### config.mk
export PLATFORM = sky130hd
export DESIGN_NAME = reg_display_scanner_flat
export DESIGN_NICKNAME = d
export VERILOG_FILES = /design/src/rtl/seg7_pkg.sv /design/src/rtl/reg_display_scanner_if.sv /design/src/rtl/hex_to_seg7.sv /design/src/rtl/reg_display_scanner.sv /design/src/flat_wrapper.sv
export SDC_FILE = /design/constraint.sdc
export NUM_CORES = 1
export LEC_CHECK = 0
export ABC_AREA = 1
export BUFFER_PORTS_ARGS = -buffer_cell sky130_fd_sc_hd__buf_4
export CAP_MARGIN = 40
export CORE_MARGIN = 1
export CORE_UTILIZATION = 56
export CTS_CLUSTER_SIZE = 10
export DETAILED_ROUTE_END_ITERATION = 12
export HOLD_SLACK_MARGIN = 0.06
export PLACE_DENSITY = 0.95
export SLEW_MARGIN = 20
export SYNTH_ARGS = -nofsm -noshare
export SYNTH_HDL_FRONTEND = slang
export SYNTH_SLANG_ARGS = --single-unit
### constraint.sdc
create_clock -name clk -period 2.5 [get_ports clk]
set_input_delay 0.625 -clock clk [delete_from_list [all_inputs] [get_ports clk]]
set_output_delay 0.625 -clock clk [all_outputs]
set_load 0.02 [all_outputs]
### src/rtl/seg7_pkg.sv
// Shared 7-segment constants: register selector codes, active-low hex patterns
// ({g,f,e,d,c,b,a}), the blank pattern and the scan digit index type.
package seg7_pkg;

  localparam logic [2:0] SEL_A0 = 3'd0;
  localparam logic [2:0] SEL_V0 = 3'd1;
  localparam logic [2:0] SEL_SP = 3'd2;
  localparam logic [2:0] SEL_RA = 3'd3;
  localparam logic [2:0] SEL_PC = 3'd4;

  localparam logic [6:0] SEG7_BLANK = 7'h7F;

  localparam logic [6:0] SEG7_HEX [16] = '{
    7'h40, 7'h79, 7'h24, 7'h30, 7'h19, 7'h12, 7'h02, 7'h78,
    7'h00, 7'h10, 7'h08, 7'h03, 7'h46, 7'h21, 7'h06, 7'h0E
  };

  typedef logic [1:0] digit_idx_t;

endpackage

### src/rtl/reg_display_scanner_if.sv
// Debug-register bus from the CPU core plus the multiplexed 7-segment pins.
// master = CPU/board side driving registers, slave = the display scanner.
interface reg_display_scanner_if;

  logic [15:0] a0;
  logic [15:0] v0;
  logic [15:0] sp;
  logic [15:0] ra;
  logic [7:0]  lowPC;
  logic [2:0]  sel;
  logic        freeze;
  logic [3:0]  an;
  logic [6:0]  seg;
  logic        dp;

  modport master (output a0, v0, sp, ra, lowPC, sel, freeze,
                  input  an, seg, dp);
  modport slave  (input  a0, v0, sp, ra, lowPC, sel, freeze,
                  output an, seg, dp);

endinterface

### src/rtl/hex_to_seg7.sv
// Combinational nibble to active-low 7-segment pattern lookup.
module hex_to_seg7
  import seg7_pkg::*;
(
  input  logic [3:0] nibble,
  output logic [6:0] seg
);

  assign seg = SEG7_HEX[nibble];

endmodule

### src/rtl/reg_display_scanner.sv
// 4-digit common-anode scanner showing a switch-selected CPU debug register,
// snapshotted once per frame. Optional macro: LEADING_ZERO_BLANK_EN.
module reg_display_scanner
  import seg7_pkg::*;
#(
  parameter int REFRESH_DIV = 50000
) (
  input  logic                 clk,
  input  logic                 reset,
  reg_display_scanner_if.slave dbg
);

  localparam int CNT_W = $clog2(REFRESH_DIV);

  logic [CNT_W-1:0] cnt;
  digit_idx_t       idx;
  logic [15:0]      shadow;
  logic             err;
  logic [15:0]      sel_val;
  logic             tick;
  logic             frame_end;
  logic [3:0]       nibble;
  logic [6:0]       hex_seg;
  logic [6:0]       seg_nxt;
  logic             blank;

  logic [3:0]       an_p1;
  logic [6:0]       seg_p1;
  logic             dp_p1;

  assign tick      = (cnt == CNT_W'(REFRESH_DIV - 1));
  assign frame_end = tick && (idx == 2'd3);

  always_comb begin
    sel_val = 16'h0000;
    case (dbg.sel)
      SEL_A0:  sel_val = dbg.a0;
      SEL_V0:  sel_val = dbg.v0;
      SEL_SP:  sel_val = dbg.sp;
      SEL_RA:  sel_val = dbg.ra;
      SEL_PC:  sel_val = {8'h00, dbg.lowPC};
      default: sel_val = 16'h0000;
    endcase
  end

  // Stage 0: slot timer, digit index and once-per-frame snapshot
  always_ff @(posedge clk or posedge reset) begin
    if (reset) begin
      cnt    <= '0;
      idx    <= '0;
      shadow <= 16'h0000;
      err    <= 1'b0;
    end else begin
      cnt <= tick ? '0 : cnt + 1'b1;
      if (tick) idx <= idx + 1'b1;
      if (frame_end && !dbg.freeze) begin
        shadow <= sel_val;
        err    <= (dbg.sel > SEL_PC);
      end
    end
  end

  assign nibble = shadow[{idx, 2'b00} +: 4];

  hex_to_seg7 u_hex_to_seg7 (
    .nibble (nibble),
    .seg    (hex_seg)
  );

`ifdef LEADING_ZERO_BLANK_EN
  // Digit 0 is never blanked so an all-zero value still shows one "0".
  assign blank = (idx != 2'd0) && ((shadow >> {idx, 2'b00}) == 16'h0000);
`else
  assign blank = 1'b0;
`endif

  assign seg_nxt = blank ? SEG7_BLANK : hex_seg;

  // Stage 1: registered pin drivers, one cycle behind idx/shadow
  always_ff @(posedge clk or posedge reset) begin
    if (reset) begin
      an_p1  <= 4'b1111;
      seg_p1 <= SEG7_BLANK;
      dp_p1  <= 1'b1;
    end else begin
      an_p1  <= ~(4'b0001 << idx);
      seg_p1 <= seg_nxt;
      dp_p1  <= ~err;
    end
  end

  assign dbg.an  = an_p1;
  assign dbg.seg = seg_p1;
  assign dbg.dp  = dp_p1;

endmodule

### src/flat_wrapper.sv
// flat-port wrapper written by rule: the top's interface ports become plain ports
module reg_display_scanner_flat import seg7_pkg::*;
#(
  parameter int REFRESH_DIV = 50000
)
  (clk, reset, dbg_a0, dbg_v0, dbg_sp, dbg_ra, dbg_lowPC, dbg_sel, dbg_freeze, dbg_an, dbg_seg, dbg_dp);
  reg_display_scanner_if dbg_i ();
  input  logic clk;
  input  logic reset;
  input wire logic [$bits(dbg_i.a0)-1:0] dbg_a0;
  input wire logic [$bits(dbg_i.v0)-1:0] dbg_v0;
  input wire logic [$bits(dbg_i.sp)-1:0] dbg_sp;
  input wire logic [$bits(dbg_i.ra)-1:0] dbg_ra;
  input wire logic [$bits(dbg_i.lowPC)-1:0] dbg_lowPC;
  input wire logic [$bits(dbg_i.sel)-1:0] dbg_sel;
  input wire logic [$bits(dbg_i.freeze)-1:0] dbg_freeze;
  output wire logic [$bits(dbg_i.an)-1:0] dbg_an;
  output wire logic [$bits(dbg_i.seg)-1:0] dbg_seg;
  output wire logic [$bits(dbg_i.dp)-1:0] dbg_dp;
  assign dbg_i.a0 = dbg_a0;
  assign dbg_i.v0 = dbg_v0;
  assign dbg_i.sp = dbg_sp;
  assign dbg_i.ra = dbg_ra;
  assign dbg_i.lowPC = dbg_lowPC;
  assign dbg_i.sel = dbg_sel;
  assign dbg_i.freeze = dbg_freeze;
  assign dbg_an = dbg_i.an;
  assign dbg_seg = dbg_i.seg;
  assign dbg_dp = dbg_i.dp;
  reg_display_scanner #(.REFRESH_DIV(REFRESH_DIV)) u_core (.clk(clk), .reset(reset), .dbg(dbg_i));
endmodule
Yosys cells after proc, flatten, opt, wreduce, memory -nomap -nowiden
Memory sizes are Yosys's and may differ from the RTL's. A register that Yosys moved wholly into a read port is not among the register bits.
Cells that the tools add are included.
- input port bits: 78
- word-level logic and storage cells: 27
- memories kept: 1
- bits in writable memories: 0
- register bits after elaboration: 40
- output and inout port bits: 12
- latch bits: 0
- ROM bits: 112
- memory list (name ; depth ; width ; rd ports ; clocked after memory_dff ; write ports ; RTL line ; source):
    (no name shown) ; 16 ; 7 ; 1 ; 1 ; 0 ; hex_to_seg7.sv:9 ; assign seg = SEG7_HEX[nibble];
- multiply operators: 0
- bitwise logic cells: 3
- multiplexer cells: 2
- equal/unequal tests: 6
- divide/modulo/power cells: 0
- magnitude comparators: 1
- shifts and indexed selects: 2
- reduce and logical (&&, ||, !) cells: 4
- add/subtract/negate cells: 2
- operators by type and width (kind ; number):
    $pmux W16 S5 ; 1
    $add A16 B1 Y16 const B ; 1
    $eq A16 B16 Y1 const B ; 1
    $mux W16 ; 1
    $shiftx A16 B5 Y4 ; 1
    $eq A3 B2 Y1 const B ; 2
    $not A4 Y5 ; 1
    $not A4 Y4 ; 1
    $shl A1 B2 Y4 const A ; 1
    $eq A3 B1 Y1 const B ; 1
    $eq A3 B3 Y1 const B ; 1
    $gt A3 B3 Y1 const B ; 1
    $logic_not A3 Y1 ; 1
    $add A2 B1 Y2 const B ; 1
    $eq A2 B2 Y1 const B ; 1
    $logic_and A1 B1 Y1 ; 2
    $logic_not A1 Y1 ; 1
    $not A1 Y1 ; 1

Longest topological paths before layout
Gate-level depths: netlist of the first run.
- word-level depth: 3
- depth in mapped cells: 10
- mapped depth without buffers: 10

Hierarchy
A second synthesis of the first run with hierarchy kept.
- cells, all modules: 431
- area total of the unflattened synthesis: 3056.7 sq um
- by module, submodules not included (module ; times used ; cells an instance ; area each (sq um) ; seq. area each (sq um)):
    reg_display_scanner ; 1 ; 382 ; 2782.7 ; 1191.1
    hex_to_seg7 ; 1 ; 49 ; 274.0 ; 0.0

Least setup slack after synthesis of the first run
Ideal clock, no wire load.
- path type: input to register
- from: in dbg_sel[1]
- to: reg u_core.shadow[0]
- cell stages on the path: 9
- path buffers: 2
- path slack: 0.941 ns
- data arrival time: 1.494 ns
- library setup time: 0.065 ns
- data required time: 2.435 ns
- path through: buf_4 inv_2 buf_1 nand4_1 nand2_1 nor2_1 nand2_1 nand2_1 nand2_1
- word-level cells in the longest chain between the ends: 2
- elaborated cells between the ends (all ways): 6
- those cells by class: eq/ne (4); mux (1); reduce/logical (1)
- ends and longest elaborated chain (element ; RTL line ; source):
    start: declaration ; flat_wrapper.sv:15 ; input wire logic [$bits(dbg_i.sel)-1:0] dbg_sel;
    $eq A3 B3 Y1 (tied with other cells) ; reg_display_scanner.sv:36 ; case (dbg.sel)
    $pmux W16 S5 (*) ; reg_display_scanner.sv:36 ;
    end signal: assignment ; reg_display_scanner.sv:57 ; shadow <= sel_val;
    end: declaration ; reg_display_scanner.sv:17 ; logic [15:0] shadow;
Every way passes the cells marked *; elsewhere a longest branch is shown, timed or not.
A chain may end at the register's enable or synchronous reset.

Worst setup path in the final report of the first run
- from: reg u_core.idx[0]
- to: reg u_core.seg_p1[3], in the netlist u_core.dbg.seg[3]
- word-level cells in the longest chain between the ends: 2
- ends and longest elaborated chain (element ; RTL line ; source):
    start: declaration ; reg_display_scanner.sv:16 ; digit_idx_t idx;
    start signal: assignment ; reg_display_scanner.sv:55 ; if (tick) idx <= idx + 1'b1;
    $shiftx A16 B5 Y4 ; reg_display_scanner.sv:63 ; assign nibble = shadow[{idx, 2'b00} +: 4];
    $not A4 Y5 (not written as such) ; hex_to_seg7.sv:9 ;
    end: declaration ; reg_display_scanner.sv:28 ; logic [6:0] seg_p1;
No other way between the ends.

==> impl_metrics.yaml, run 1 <==
global_routing:
  grt_max_degree: 40
  first_global_vias: 2821
  grt_pass1_wl_um: 12000
  grt_usage: 0.276
  antenna_found_initial: 0
  grt-ovfl-total: 0
synth:
  synth-seq-cells: 47
  mappedNetlistArea_sq_um: 3050
  syn_avg_cell_area_sq_um: 7.09
  synth-seq-area-share: 0.390
  syn_inst: 431
  synth_fp_nets: 520
  synth_cell_types: 25
  yosysWarnings: 0
sta:
  min_period_ns: 2.11
  slew_violations: 0
  hold_viol_final: 0
  setup_tns_ns: 0
  holdWs_ns: 0.221
  max_freq_ghz: 0.474
  worst_slew_pin_slew_ns: 0.864
  rsz0062_at_grt: "no"
  setup_viol: 0
  fin_skew_ns: 0.00458
  period_share: 0.844
  max_slew_margin: 0.423
power_and_ir_drop:
  power.density_nw_per_um2: 417
  p_leak_nw: 2.07
  peakVddDrop_mv: 0.290
  finalPower_w: 0.00161
cts:
  cts_sinks: 47
  cts_buffer_depth: 2
  h-tree-depth: 2
  post_cts_resized: 0
  numCtsBuffers: 5
  cts_tree: "built"
  cts-root-buf: "clkbuf_8"
  cts_setup_buffers: 0
  clk_pin_slew_ns: 0.08
  insertion_delay_ns: 0.31
  cts_hold_buf: 0
place:
  port_buffers: 89
  placed_cells_incl_taps: 572
  place_congestion: 0.902
  dpl.hpwl_um: 5670
setup_path:
  crit_top_cell: "nand2_1"
  worst-path-stages: 10
  worstSetupStartpointType: "flip-flop"
  cp_slowest_cell: "dfrtp_1"
  r2r.worst_path.cells: 10
  cpPeakStageDelay_ns: 0.58
  crit_chain: "clkinv_1 > nand2_1 > nand3_1 > nand2_1 > inv_1 > ha_1 > nand2_1 > o21ai_0 > nand2_1 > nand2_1"
  cp_max_fo: 13
  crit_type: "reg -> reg"
  crit_required_ns: 2.74
  worstSetupEndpointType: "flip-flop"
  arrival_ns: 2.35
  r2r_slack_ns: 0.39
  critPathBufInv: 2
  cp_top_family: "simple AND/OR/NAND/NOR gates"
finish:
  nets: 598
  drive_above_1_share: 0.231
  area_growth_pct: 26.3
  stdcell_count: 580
  fin_util: 0.746
  final_common_cell: "nand2_1"
  n_antenna_cell: 0
  final_cell_mix: "nand2_1, buf_4, nand3_1, nand4_1, inv_1"
floorplan:
  core_sq_um: 5170
  rows: 26
  die_h_um: 75.9
  dieArea_sq_um: 5750
  start_util: 0.590
  ios: 90
  die_x_um: 75.9
drt:
  via_per_inst: 5.41
  ant_nets: 0
  drt-total-wl_um: 7340
  drt-pass1-iter-count: 5
  vias: 3140
  drt-initial-drc-count: 162
  wl_per_cell_um: 12.7
  drc: 0
hold_path:
  worstHoldPathType: "in -> async"
job:
  drv_cap: 0
run_status:
  status: "finished clean"
[logic make-up after synthesis]
group | count (synthesis) | synth area share
AOI/OAI and AO/OA | 16 | 0.0262
xor gates and xnor gates | 9 | 0.0258
and+or+nand+nor | 286 | 0.424
adders and majority gates | 11 | 0.0451
DFF | 47 | 0.390
buffers and inverters | 62 | 0.0885
[routing by layer]
| metal | global-route usage | vias to the layer above | wire length, um |
|---|---|---|---|
| li1 | - | 1549 | - |
| met1 | 0.319 | 1411 | 2900 |
| met2 | 0.502 | 158 | 3720 |
| met3 | 0.0556 | 22 | 542 |
| met4 | 0.105 | 0 | 178 |
| met5 | 0 | - | 0 |
[state kept, by name, summed over array words and instances, names as in the netlist]
name	cells
u_core.idx	2
u_core.dbg.dp	1
u_core.dbg.seg	7
u_core.err	1
u_core.dbg.an	4
u_core.cnt	16
u_core.shadow	16
[worst register-to-register path, delay by kind of cell (launching register included)]
family | cells | cell delay [ns]
DFF | 1 | 0.58
and+or+nand+nor | 6 | 0.65
adders and majority gates | 1 | 0.25
buffers and inverters | 2 | 0.47
AOI/OAI and AO/OA | 1 | 0.10
[worst paths after layout]
kind | startpoint | end
setup / recovery | u_core.idx[0]$_DFFE_PP0N_ | u_core.dbg.seg[3]$_DFF_PP1_
hold / removal | reset | u_core.cnt[5]$_DFF_PP0_
setup reg to reg | u_core.idx[0]$_DFFE_PP0N_ | u_core.dbg.seg[3]$_DFF_PP1_
hold reg to reg | u_core.err$_DFFE_PP0P_ | u_core.dbg.dp$_DFF_PP1_
max in group asynchronous | reset | u_core.dbg.dp$_DFF_PP1_
min in group clk | u_core.err$_DFFE_PP0P_ | u_core.dbg.dp$_DFF_PP1_
[per-stage QoR]
stage                     instance area (sq um)  setup WS [ns]
after floorplan                            3050          0.779
after global placement                     3720          0.469
after detailed placement                   3720          0.394
after CTS                                  3860          0.391
after global routing                       3860          0.172
final                                      3860          0.391
[synth_stat cells (all sizes together)]
master,number,share of area
a21oi,2,0.0033
xor2,9,0.026
nand2,157,0.19
nand4,40,0.082
nand3,47,0.083
o21ai,14,0.023
buf,17,0.033
nor2,37,0.055
ha,11,0.045
inv,41,0.050
dfrtp,35,0.29
clkbuf,3,0.0037
dfstp,12,0.10
clkinv,1,0.0012
nor3,5,0.012
[layout make-up]
class,instances,area (sq um)
multi-input cells,322,1590
fillers,398,1320
flip-flops and latches,47,1190
repair buffers,91,696
inverters,42,158
well taps,70,87.6
clock buffers,6,72.6
clock inverters,2,60.1
[report_power, final]
part | switching, W | total [W] | internal [W]
registers | 0 | 0.000761 | 0.000761
clock network | 0.000250 | 0.000649 | 0.000399
logic | 0.0000980 | 0.000199 | 0.000101
Note: power is estimated with default switching activity, not from simulation.
==> run 2, diff against run 1 <==
ABC_AREA = 0   (was 1)
CORE_UTILIZATION = 46   (was 56)
PLACE_DENSITY = 0.86   (was 0.95)
clock period = 1.9 ns   (was 2.5 ns; I/O delays follow)
==> run 2 against run 1 <==
  * The flow now finishes with violations (setup timing)
  * Via count is 23% lower
  * Sequential share of layout area hardly changed
  * Register-to-register slack worse by 0.45 ns
  * Clock skew is 0.0013 ns lower
  * Hold slack better by 0.0033 ns
  * First-iteration DRC count is 8.6% lower
  * Critical path type unchanged
==> impl_metrics.yaml, run 2 <==
floorplan:
  core_sq_um: 5640
  dieArea_sq_um: 6320
  start_util: 0.490
  ios: 90
  die_x_um: 79.5
  die_h_um: 79.5
  rows: 27
synth:
  syn_inst: 248
  yosys.area.top_type: "dfrtp_1"
  yosysWarnings: 0
  yosysMostFrequentCell: "dfrtp_1"
  synth-seq-area-share: 0.431
  yosys.area.top_type_share: 0.317
  synth_fp_nets: 337
  synth_cell_types: 41
  synth_edf_count: 0
  ys.flop_type: "dfrtp_1"
  synth_area_leaders: "dfrtp_1, dfstp_2, mux4_2"
  mappedNetlistArea_sq_um: 2760
  syn_avg_cell_area_sq_um: 11.1
  ys_top_cells_by_count: "dfrtp_1, o21ai_0, inv_1, nand2_1, mux4_2"
  synth-seq-cells: 47
  synthArstFlopShare: 1.00
finish:
  nets: 444
  final_common_cell: "buf_4"
  stdcell_count: 428
  fillCellCount: 435
  area_growth_pct: 39.6
  final_cell_mix: "buf_4, dfrtp_1, nand2_1, inv_1, mux4_2"
  n_antenna_cell: 0
  drive_above_1_share: 0.508
drt:
  ant_nets: 0
  via_per_inst: 5.64
  drt-pass1-iter-count: 4
  drc: 0
  wl_per_cell_um: 16.3
  drt-initial-drc-count: 148
  drt-total-wl_um: 6960
  vias: 2413
setup_path:
  arrival_ns: 2.15
  cpPeakStageDelay_ns: 0.57
  worstSetupStartpointType: "flip-flop"
  worstSetupEndpointType: "flip-flop"
  crit_top_cell: "buf_6"
  crit_required_ns: 2.10
  cp_max_fo: 11
  crit_chain: "or4b_4 > buf_6 > nor4_4 > nand2b_1 > buf_6 > mux2_4"
  cp_slowest_cell: "or4b_4"
  r2r.worst_path.cells: 6
  crit_type: "reg -> reg"
sta:
  period_share: 1.03
  hold_viol_final: 0
  min_period_ns: 1.95
  max_freq_ghz: 0.512
  max_slew_margin: 0.698
  holdWs_ns: 0.224
  worst_slew_pin_slew_ns: 0.453
  rsz0062_at_grt: "yes"
  fin_ws_ns: -0.0549
  setup_tns_ns: -0.398
  fin_skew_ns: 0.00327
  setup_viol: 15
  slew_violations: 0
place:
  pre_cts_ws_ns: -0.200
  dpl.hpwl_um: 5210
  port_buffers: 89
  placed_cells_incl_taps: 415
  place_congestion: 0.770
global_routing:
  grt_usage: 0.237
  grt_pass1_wl_um: 11200
  grt-ovfl-total: 0
  grt_max_degree: 48
  antenna_found_initial: 0
  first_global_vias: 2392
cts:
  numCtsBuffers: 5
  clk_pin_slew_ns: 0.09
  cts_sinks: 47
  cts_buffer_depth: 2
  insertion_delay_ns: 0.31
  h-tree-depth: 2
  cts-root-buf: "clkbuf_8"
  cts_tree: "built"
job:
  drv_cap: 0
hold_path:
  worstHoldPathType: "in -> async"
run_status:
  violations: "setup timing"
  status: "finished, violations left"
power_and_ir_drop:
  peakVddDrop_mv: 0.369
  p_sw_frac: 0.227
  intPower_w: 0.00156
  power_frac_seq: 0.497
  p_leak_nw: 1.78
  power.density_nw_per_um2: 522
  p_clk_frac: 0.370
  finalPower_w: 0.00202
  p_comb_frac: 0.134
  p_sw_w: 0.000457
==> run 2: changes by cell type after synthesis, sizes merged, moves of 10 or more <==
cell     before  now
mux4          0   13
nand4        40    3
nor2         37    9
a22oi         0   10
inv          41   16
buf          17    7
o2bb2ai       0   12
nand2       157   16
mux2          0   12
nand3        47    5
==> run 2: per-stage QoR <==
stage / util / instance area [sq um]
floorplan: - / 2790
global placement: 0.644 / 3630
detailed placement: 0.644 / 3630
CTS: 0.667 / 3760
global route: 0.684 / 3860
finish: 0.684 / 3860
==> run 2: worst paths after layout <==
path,start,end,slack [ns]
max,u_core.cnt[7]$_DFF_PP0_,u_core.shadow[0]$_DFFE_PP0P_,-0.05
min,reset,u_core.cnt[3]$_DFF_PP0_,0.22
max reg2reg,u_core.cnt[7]$_DFF_PP0_,u_core.shadow[0]$_DFFE_PP0P_,-0.05
min reg2reg,u_core.err$_DFFE_PP0P_,u_core.dbg.dp$_DFF_PP1_,0.45
max in group asynchronous,reset,u_core.dbg.dp$_DFF_PP1_,1.39
min in group clk,u_core.err$_DFFE_PP0P_,u_core.dbg.dp$_DFF_PP1_,0.45
==> run 2: cells by family after synthesis <==
group / after synthesis / synth area share
adder cells (fa/ha/maj): 11 / 0.0498
XOR/XNOR: 12 / 0.0380
flip-flops: 47 / 0.431
multiplexers: 33 / 0.185
AND/OR/NAND/NOR: 59 / 0.117
AO/OA/AOI/OAI: 55 / 0.131
buffers and inverters: 31 / 0.0476
==> run 2: power by group through the flow <==
stage / clock network (W) / registers (W) / logic, W
6_report: 0.000745 / 0.00100 / 0.000269
4_1_cts: 0.000752 / 0.00100 / 0.000271
3_3_place_gp: 0 / 0.00102 / 0.000262
3_5_place_dp: 0 / 0.00102 / 0.000270
2_1_floorplan: 0 / 0.00102 / 0.000118
5_1_grt: 0.000797 / 0.00100 / 0.000292
==> run 2: critical path, delay by kind of cell (launching register included) <==
family,cells,cell delay (ns)
flops,1,0.39
mux,1,0.29
buf+inv,2,0.30
simple gates,3,0.86
==> run 2: timing repair <==
action                     CTS  global route
pin swaps                    1             6
hold endpoints to repair     0             0
hold buffers                 0             0
buffers inserted             0             4
gates cloned                 0             1
gates resized for setup     10            18
setup endpoints to repair   21            22
==> run 2: final cells by class <==
class | count | area, sq um | share of cell area
Clock buffer | 5 | 68.8 | 0.0178
Multi-Input combinational cell | 171 | 1530 | 0.396
Inverter | 16 | 60.1 | 0.0156
Timing Repair Buffer | 114 | 876 | 0.227
Sequential cell | 47 | 1190 | 0.309
Clock inverter | 3 | 43.8 | 0.0114
Tap cell | 72 | 90.1 | 0.0234
==> run 2: layer usage <==
| metal | up-vias | routed length [um] | global-route usage |
|---|---|---|---|
| met3 | 11 | 486 | 0.0457 |
| met4 | 0 | 129 | 0.0873 |
| li1 | 1122 | - | - |
| met2 | 120 | 3640 | 0.419 |
| met5 | - | 0 | 0 |
| met1 | 1160 | 2700 | 0.285 |
